===== src/rtl/box_pkg.sv =====
// Shared types and constants for the cuboid triangle-list emitter.
// BOX_BACK_FACE_EN selects the 36-vertex variant that includes the far face.
package box_pkg;

    typedef enum logic {
        ST_IDLE,
        ST_EMIT
    } state_t;

    // One bit per axis: 0 selects the low/near corner, 1 the high/far corner.
    typedef struct packed {
        logic xsel;
        logic ysel;
        logic zsel;
    } corner_sel_t;

    typedef enum logic [2:0] {
        FACE_FRONT,
        FACE_XMIN,
        FACE_XMAX,
        FACE_Y0,
        FACE_Y1,
        FACE_BACK
    } face_t;

    localparam logic [15:0] COLOR_FRONT_DEF = 16'h0400;
    localparam logic [15:0] COLOR_SIDE_DEF  = 16'h0200;
    localparam logic [15:0] COLOR_Y0_DEF    = 16'h1404;
    localparam logic [15:0] COLOR_Y1_DEF    = 16'h2204;
    localparam logic [15:0] COLOR_BACK_DEF  = 16'h0210;

    localparam int IDX_W = 6;
`ifdef BOX_BACK_FACE_EN
    localparam int VERT_COUNT = 36;
`else
    localparam int VERT_COUNT = 30;
`endif

endpackage


===== src/rtl/box_corner_lut.sv =====
// Combinational map from vertex index to corner select, face id and
// first-vertex-of-triangle flag. BOX_BACK_FACE_EN adds indices 30-35.
module box_corner_lut
    import box_pkg::*;
(
    input  logic [IDX_W-1:0] idx,
    output corner_sel_t      sel,
    output face_t            face,
    output logic             first
);

    // Two quad winding patterns, bit n = offset n within the face.
    // Pattern A: front/back style (a=x, b=y). Pattern B: side/plane style.
    localparam logic [7:0] QA_A = 8'b0011_0010;
    localparam logic [7:0] QA_B = 8'b0010_1100;
    localparam logic [7:0] QB_A = 8'b0000_1110;
    localparam logic [7:0] QB_B = 8'b0001_1100;

    logic [IDX_W-1:0] base;
    logic [2:0]       off;

    always_comb begin
        face = FACE_FRONT;
        base = '0;
`ifdef BOX_BACK_FACE_EN
        if (idx >= IDX_W'(30)) begin
            face = FACE_BACK;
            base = IDX_W'(30);
        end else
`endif
        if (idx >= IDX_W'(24)) begin
            face = FACE_Y1;
            base = IDX_W'(24);
        end else if (idx >= IDX_W'(18)) begin
            face = FACE_Y0;
            base = IDX_W'(18);
        end else if (idx >= IDX_W'(12)) begin
            face = FACE_XMAX;
            base = IDX_W'(12);
        end else if (idx >= IDX_W'(6)) begin
            face = FACE_XMIN;
            base = IDX_W'(6);
        end
    end

    assign off   = 3'(idx - base);
    assign first = (off == 3'd0) || (off == 3'd3);

    always_comb begin
        sel = '0;
        case (face)
            FACE_FRONT: sel = '{xsel: QA_A[off], ysel: QA_B[off], zsel: 1'b0};
            FACE_XMIN:  sel = '{xsel: 1'b0,      ysel: QB_A[off], zsel: QB_B[off]};
            FACE_XMAX:  sel = '{xsel: 1'b1,      ysel: QB_A[off], zsel: QB_B[off]};
            FACE_Y0:    sel = '{xsel: QB_A[off], ysel: 1'b0,      zsel: QB_B[off]};
            FACE_Y1:    sel = '{xsel: QB_A[off], ysel: 1'b1,      zsel: QB_B[off]};
            FACE_BACK:  sel = '{xsel: QA_A[off], ysel: QA_B[off], zsel: 1'b1};
            default:    sel = '0;
        endcase
    end

endmodule


===== src/rtl/box_emitter.sv =====
// Streams the triangle list of one axis-aligned cuboid over valid/ready.
// BOX_BACK_FACE_EN (via box_pkg) adds the far face, 36 vertices in total.
module box_emitter
    import box_pkg::*;
#(
    parameter int                         COORD_W     = 16,
    parameter logic signed [COORD_W-1:0]  Z_OFFSET    = '0,
    parameter logic [15:0]                COLOR_FRONT = COLOR_FRONT_DEF,
    parameter logic [15:0]                COLOR_SIDE  = COLOR_SIDE_DEF,
    parameter logic [15:0]                COLOR_Y0    = COLOR_Y0_DEF,
    parameter logic [15:0]                COLOR_Y1    = COLOR_Y1_DEF,
    parameter logic [15:0]                COLOR_BACK  = COLOR_BACK_DEF
) (
    input  logic                        clk,
    input  logic                        rst_n,
    input  logic                        start,
    input  logic signed [COORD_W-1:0]   x_min,
    input  logic signed [COORD_W-1:0]   x_max,
    input  logic signed [COORD_W-1:0]   y_base,
    input  logic        [COORD_W-1:0]   box_height,
    input  logic signed [COORD_W-1:0]   z_near,
    input  logic signed [COORD_W-1:0]   z_far,
    output logic        [3*COORD_W-1:0] vertex,
    output logic        [15:0]          color,
    output logic                        new_triangle,
    output logic                        vertex_valid,
    input  logic                        vertex_ready,
    output logic                        busy,
    output logic                        done
);

    state_t           state, state_nxt;
    logic [IDX_W-1:0] idx, idx_nxt;

    logic signed [COORD_W-1:0] x0_lat, x1_lat, y0_lat, y1_lat, n_lat, f_lat;
    logic signed [COORD_W-1:0] fx0, fx1, fy0, fy1, fn, ff;
    logic signed [COORD_W-1:0] sx0, sx1, sy0, sy1, sn, sf;
    logic signed [COORD_W-1:0] vx, vy, vz;

    logic             accept, hs, last;
    logic [IDX_W-1:0] lut_idx;
    corner_sel_t      sel;
    face_t            face;
    logic             first;
    logic [15:0]      color_nxt;

    assign accept = (state == ST_IDLE) && start;
    assign hs     = vertex_valid && vertex_ready;
    assign last   = (idx == IDX_W'(VERT_COUNT - 1));

    // Corners as they would be latched now; wrap modulo 2^COORD_W.
    assign fx0 = x_min;
    assign fx1 = x_max;
    assign fy0 = -y_base;
    assign fy1 = -y_base - $signed(box_height);
    assign fn  = z_near + Z_OFFSET;
    assign ff  = z_far + Z_OFFSET;

    // Vertex 0 is built straight from the inputs so it is registered on the
    // accepting edge; later vertices come from the latched corners.
    assign sx0 = accept ? fx0 : x0_lat;
    assign sx1 = accept ? fx1 : x1_lat;
    assign sy0 = accept ? fy0 : y0_lat;
    assign sy1 = accept ? fy1 : y1_lat;
    assign sn  = accept ? fn  : n_lat;
    assign sf  = accept ? ff  : f_lat;

    assign lut_idx = accept ? '0 : idx + IDX_W'(1);

    box_corner_lut u_lut (
        .idx   (lut_idx),
        .sel   (sel),
        .face  (face),
        .first (first)
    );

    assign vx = sel.xsel ? sx1 : sx0;
    assign vy = sel.ysel ? sy1 : sy0;
    assign vz = sel.zsel ? sf  : sn;

    always_comb begin
        color_nxt = COLOR_FRONT;
        case (face)
            FACE_FRONT:         color_nxt = COLOR_FRONT;
            FACE_XMIN, FACE_XMAX: color_nxt = COLOR_SIDE;
            FACE_Y0:            color_nxt = COLOR_Y0;
            FACE_Y1:            color_nxt = COLOR_Y1;
            FACE_BACK:          color_nxt = COLOR_BACK;
            default:            color_nxt = COLOR_FRONT;
        endcase
    end

    always_comb begin
        state_nxt = state;
        idx_nxt   = idx;
        case (state)
            ST_IDLE: begin
                if (start) begin
                    state_nxt = ST_EMIT;
                    idx_nxt   = '0;
                end
            end
            ST_EMIT: begin
                if (hs) begin
                    if (last) begin
                        state_nxt = ST_IDLE;
                        idx_nxt   = '0;
                    end else begin
                        idx_nxt = idx + IDX_W'(1);
                    end
                end
            end
            default: begin
                state_nxt = ST_IDLE;
                idx_nxt   = '0;
            end
        endcase
    end

    always_ff @(posedge clk or negedge rst_n) begin
        if (!rst_n) begin
            state <= ST_IDLE;
            idx   <= '0;
        end else begin
            state <= state_nxt;
            idx   <= idx_nxt;
        end
    end

    always_ff @(posedge clk) begin
        if (accept) begin
            x0_lat <= fx0;
            x1_lat <= fx1;
            y0_lat <= fy0;
            y1_lat <= fy1;
            n_lat  <= fn;
            f_lat  <= ff;
        end
    end

    // Output register stage: loads on accept or on a non-final handshake.
    always_ff @(posedge clk or negedge rst_n) begin
        if (!rst_n) begin
            vertex       <= '0;
            color        <= '0;
            new_triangle <= 1'b0;
            vertex_valid <= 1'b0;
            busy         <= 1'b0;
            done         <= 1'b0;
        end else begin
            done <= hs && last;
            if (accept || (hs && !last)) begin
                vertex       <= {vx, vy, vz};
                color        <= color_nxt;
                new_triangle <= first;
                vertex_valid <= 1'b1;
                busy         <= 1'b1;
            end else if (hs && last) begin
                vertex_valid <= 1'b0;
                busy         <= 1'b0;
            end
        end
    end

endmodule


===== config.mk =====
export PLATFORM = sky130hd
export DESIGN_NAME = box_emitter
export DESIGN_NICKNAME = d
export VERILOG_FILES = /design/src/rtl/box_pkg.sv /design/src/rtl/box_corner_lut.sv /design/src/rtl/box_emitter.sv
export SDC_FILE = /design/constraint.sdc
export NUM_CORES = 1
export LEC_CHECK = 0
export ABC_AREA = 0
export BUFFER_PORTS_ARGS = -buffer_cell sky130_fd_sc_hd__buf_2
export CORE_MARGIN = 3
export CORE_UTILIZATION = 46
export CTS_CLUSTER_SIZE = 12
export DETAILED_ROUTE_END_ITERATION = 16
export PLACE_DENSITY_LB_ADDON = 0.12
export SLEW_MARGIN = 5
export SYNTH_ARGS = -nofsm -noshare
export SYNTH_HDL_FRONTEND = slang
export SYNTH_SLANG_ARGS = --single-unit

===== constraint.sdc =====
create_clock -name clk -period 4.4 [get_ports clk]
set_input_delay 0.22 -clock clk [delete_from_list [all_inputs] [get_ports clk]]
set_output_delay 0.22 -clock clk [all_outputs]
set_load 0.01 [all_outputs]

==> impl_metrics.json <==
{
  "synthMuxAreaShare_pct": 7.08,
  "netlist.area_leader.share_pct": 25.4,
  "power_per_cell_area_mw_per_mm2": 706,
  "setup-tns-final_ns": 0,
  "yosys_warnings": 0,
  "cp.required_ns": 4.70,
  "fmax_ghz": 0.273,
  "swShare_pct": 37.5,
  "syn_inst": 880,
  "vdd_ir_drop_max_v": 0.000490,
  "die_y_um": 134,
  "critical-path-max-stage-delay_ns": 0.53,
  "port_buffers": 157,
  "synthTopCellsByCount": "nand2_1, dfxtp_1, nor2_1",
  "synth-xor-area-share_pct": 4.02,
  "synth.avg_cell_area_um2": 8.59,
  "ys_ff_latch": 160,
  "synthAdderAreaFrac_pct": 3.54,
  "total_power_w": 0.00651,
  "die_w_um": 134,
  "synthMostInstantiatedCell": "nand2_1",
  "synthSimpleGateAreaFrac_pct": 22.3,
  "synthArstFlopShare_pct": 40.0,
  "drcViolationCount": 0,
  "routed_wl_um": 17800,
  "cp_top_family": "XOR/XNOR gates",
  "core_mm2": 0.0160,
  "fin_nets": 1158,
  "placedInstanceArea_mm2": 0.00850,
  "period_needed_ns": 3.66,
  "antenna_found_initial": 0,
  "clock_sinks": 160,
  "fin_crit_sh_pct": 83.3,
  "critPathLaunch": "idx[0]",
  "place_ws_ns": 0.394,
  "post_cts_resize_count": 0,
  "hpwlAfterDp_um": 12700,
  "synth-edff-count": 0,
  "ant_nets": 0,
  "n_fill_cell": 1536,
  "ys.flop_type": "dfxtp_1",
  "yosysTopAreaCell": "dfxtp_1",
  "cp_max_fo": 17,
  "synth_area_leaders": "dfxtp_1, dfrtp_1, nand2_1, mux2i_1, a21oi_1",
  "start_util_pct": 47.3,
  "hp-start": "x_max[12]",
  "vias": 6281,
  "combPwrFrac_pct": 42.8,
  "fin_area_mm2": 0.00922,
  "p_sw_w": 0.00244,
  "grt_pass1_wl_um": 29000,
  "rr_startpoint": "idx[0]",
  "cts_tree": "done",
  "status": "completed",
  "hp-class": "in -> reg",
  "yosysSeqAreaShare_pct": 46.6,
  "die_area_mm2": 0.0180,
  "grt_pass1_vias": 5990,
  "worstMarginPinSlew_ns": 0.849,
  "grt_start_max_net_pins": 84,
  "netlist_area_mm2": 0.00756,
  "worstPathArrival_ns": 3.96,
  "critPathBufInv": 1,
  "slew_viol_final": 0,
  "htreeDepth": 4,
  "p_leak_nw": 4.64,
  "place_congestion": 0.804,
  "path_clk_slew_ns": 0.07,
  "track_usage_pct": 19.8,
  "synth.distinct_cells": 61,
  "cp-start-kind": "register",
  "p_clk_share_pct": 22.3,
  "maxCapViolCount": 0,
  "rows": 46,
  "rsz0062_at_grt": "false",
  "insertion_delay_ns": 0.42,
  "drt-initial-drc-count": 307,
  "crit_path_end_kind": "register",
  "hold_viol": 0,
  "finalSetupViolations": 0,
  "p_int_w": 0.00407,
  "synth_top_family_by_area": "simple AND/OR/NAND/NOR gates",
  "fin_util_pct": 57.6,
  "areaGrowthSynthToFinish_pct": 22.0,
  "overflow": 0,
  "synth-compound-area-share_pct": 11.6,
  "clock_path_buffers": 2,
  "root_buffer": "clkbuf_16",
  "n_antenna_cell": 0,
  "clock_skew_ns": 0.00969,
  "slowest_stage": "xnor2_1",
  "finalWorstSetupSlack_ns": 0.736,
  "tritoncts.num_buffers": 17,
  "wire_per_inst_um": 14.1,
  "routed_via_density": 4.96,
  "io_pins": 168,
  "p_seq_share_pct": 34.9,
  "criticalPathCategory": "reg -> reg",
  "drive_above_1_share_pct": 20.8,
  "cp_cell_sequence": "ha_1 > and3_1 > xnor2_1 > maj3_1 > nor3_1 > a31oi_1 > nor2_1 > ha_1 > xnor2_1 > nand2_1 > a211oi_4 > buf_4 > mux2i_1 > a21oi_1",
  "relSlewSlack_pct": 43.4,
  "dr.pass1.iters": 4
}
[routing by layer]
metal | GRT usage (%) | up-vias | part of all wire (%)
met5 | 0 | - | 0
met4 | 4.98 | 0 | 0.98
met3 | 5.21 | 16 | 5.0
met2 | 32.6 | 128 | 47
met1 | 26.0 | 2885 | 47
li1 | - | 3252 | -
[power groups by stage]
stage	clock network (W)	registers (W)	logic (W)
finish	0.00145	0.00227	0.00279
global route	0.00154	0.00233	0.00311
CTS	0.00148	0.00227	0.00281
detailed placement	0	0.00230	0.00279
global placement	0	0.00229	0.00275
floorplan	0	0.00237	0.00197
[through the flow]
stage | hold slack [ns] | instances
CTS | 0.0000455 | 1265
global route | 0.00736 | 1267
detailed placement | 0.329 | 1221
finish | 0.00913 | 1267
global placement | 0.332 | 1221
floorplan | -0.0756 | 889
[final cells by class]
type | count | area, um2 | share of cell area [%]
inverters | 23 | 86.3 | 0.936
multi-input cells | 653 | 3740 | 40.5
flip-flops and latches | 160 | 3520 | 38.2
well taps | 216 | 270 | 2.93
clock inverters | 13 | 138 | 1.49
clock buffers | 19 | 443 | 4.80
repair buffers | 183 | 1020 | 11.1
[cell families (layout without fill, tap and decap cells)]
kind of cell	Yosys count	after routing
and+or+nand+nor	401	401
DFF	160	160
AOI/OAI and AO/OA	137	137
buffers and inverters	76	238
muxes	53	53
xor gates and xnor gates	31	31
adders and majority gates	21	21
other	1	10
[placed cells by master (no fill, tap or decap), types with 3 or more instances in the layout]
master	Yosys	final
nor2_1	69	69
nand3_1	11	11
inv_1	23	23
a21oi_1	54	54
mux2_2	4	4
nand2_1	266	265
o21a_1	6	6
mux2i_1	49	49
o31ai_1	5	5
inv_6	0	7
clkbuf_16	0	17
ha_1	19	19
buf_4	13	13
or3_1	3	3
xor2_1	12	12
a31oi_1	4	4
o21ai_0	27	27
o2111ai_1	6	6
nand3b_1	5	5
a21o_1	5	5
conb_1	1	10
xnor2_1	17	17
dfxtp_1	96	96
and3_1	6	6
o211ai_1	4	4
a211oi_1	6	6
dfrtp_1	64	64
dlygate4sd3_1	0	12
nor3_1	13	13
nor3b_1	4	4
buf_2	0	157
nand2b_1	5	4
o21ai_1	5	5
[worst paths after layout]
kind / to / slack (ns) / depth (start not counted)
max: vertex[16] / 0.74 / 14
min: x1_lat[12] / 0.009 / 3
max reg2reg: vertex[16] / 0.74 / 14
min reg2reg: x0_lat[14] / 0.44 / 2
max in group asynchronous: vertex[43] / 3.04 / 3
min in group asynchronous: new_triangle / 0.40 / 2
[tightest hold or removal path: stages]
cell     delay, ns
buf_2         0.07
nand2_1       0.04
nand2_1       0.07
[registers in the layout, indices dropped and copies added, names as in the netlist]
register,cells
n_lat,16
state,1
x0_lat,16
y1_lat,16
busy,1
new_triangle,1
done,1
y0_lat,16
idx,6
vertex,48
color,6
f_lat,16
x1_lat,16
[what timing repair did]
item	in CTS	in global routing
buffers inserted	0	2
hold endpoints to repair	41	0
setup endpoints to repair	0	7
hold buffers	12	0
No activity file was read; power rests on OpenSTA's default activity.
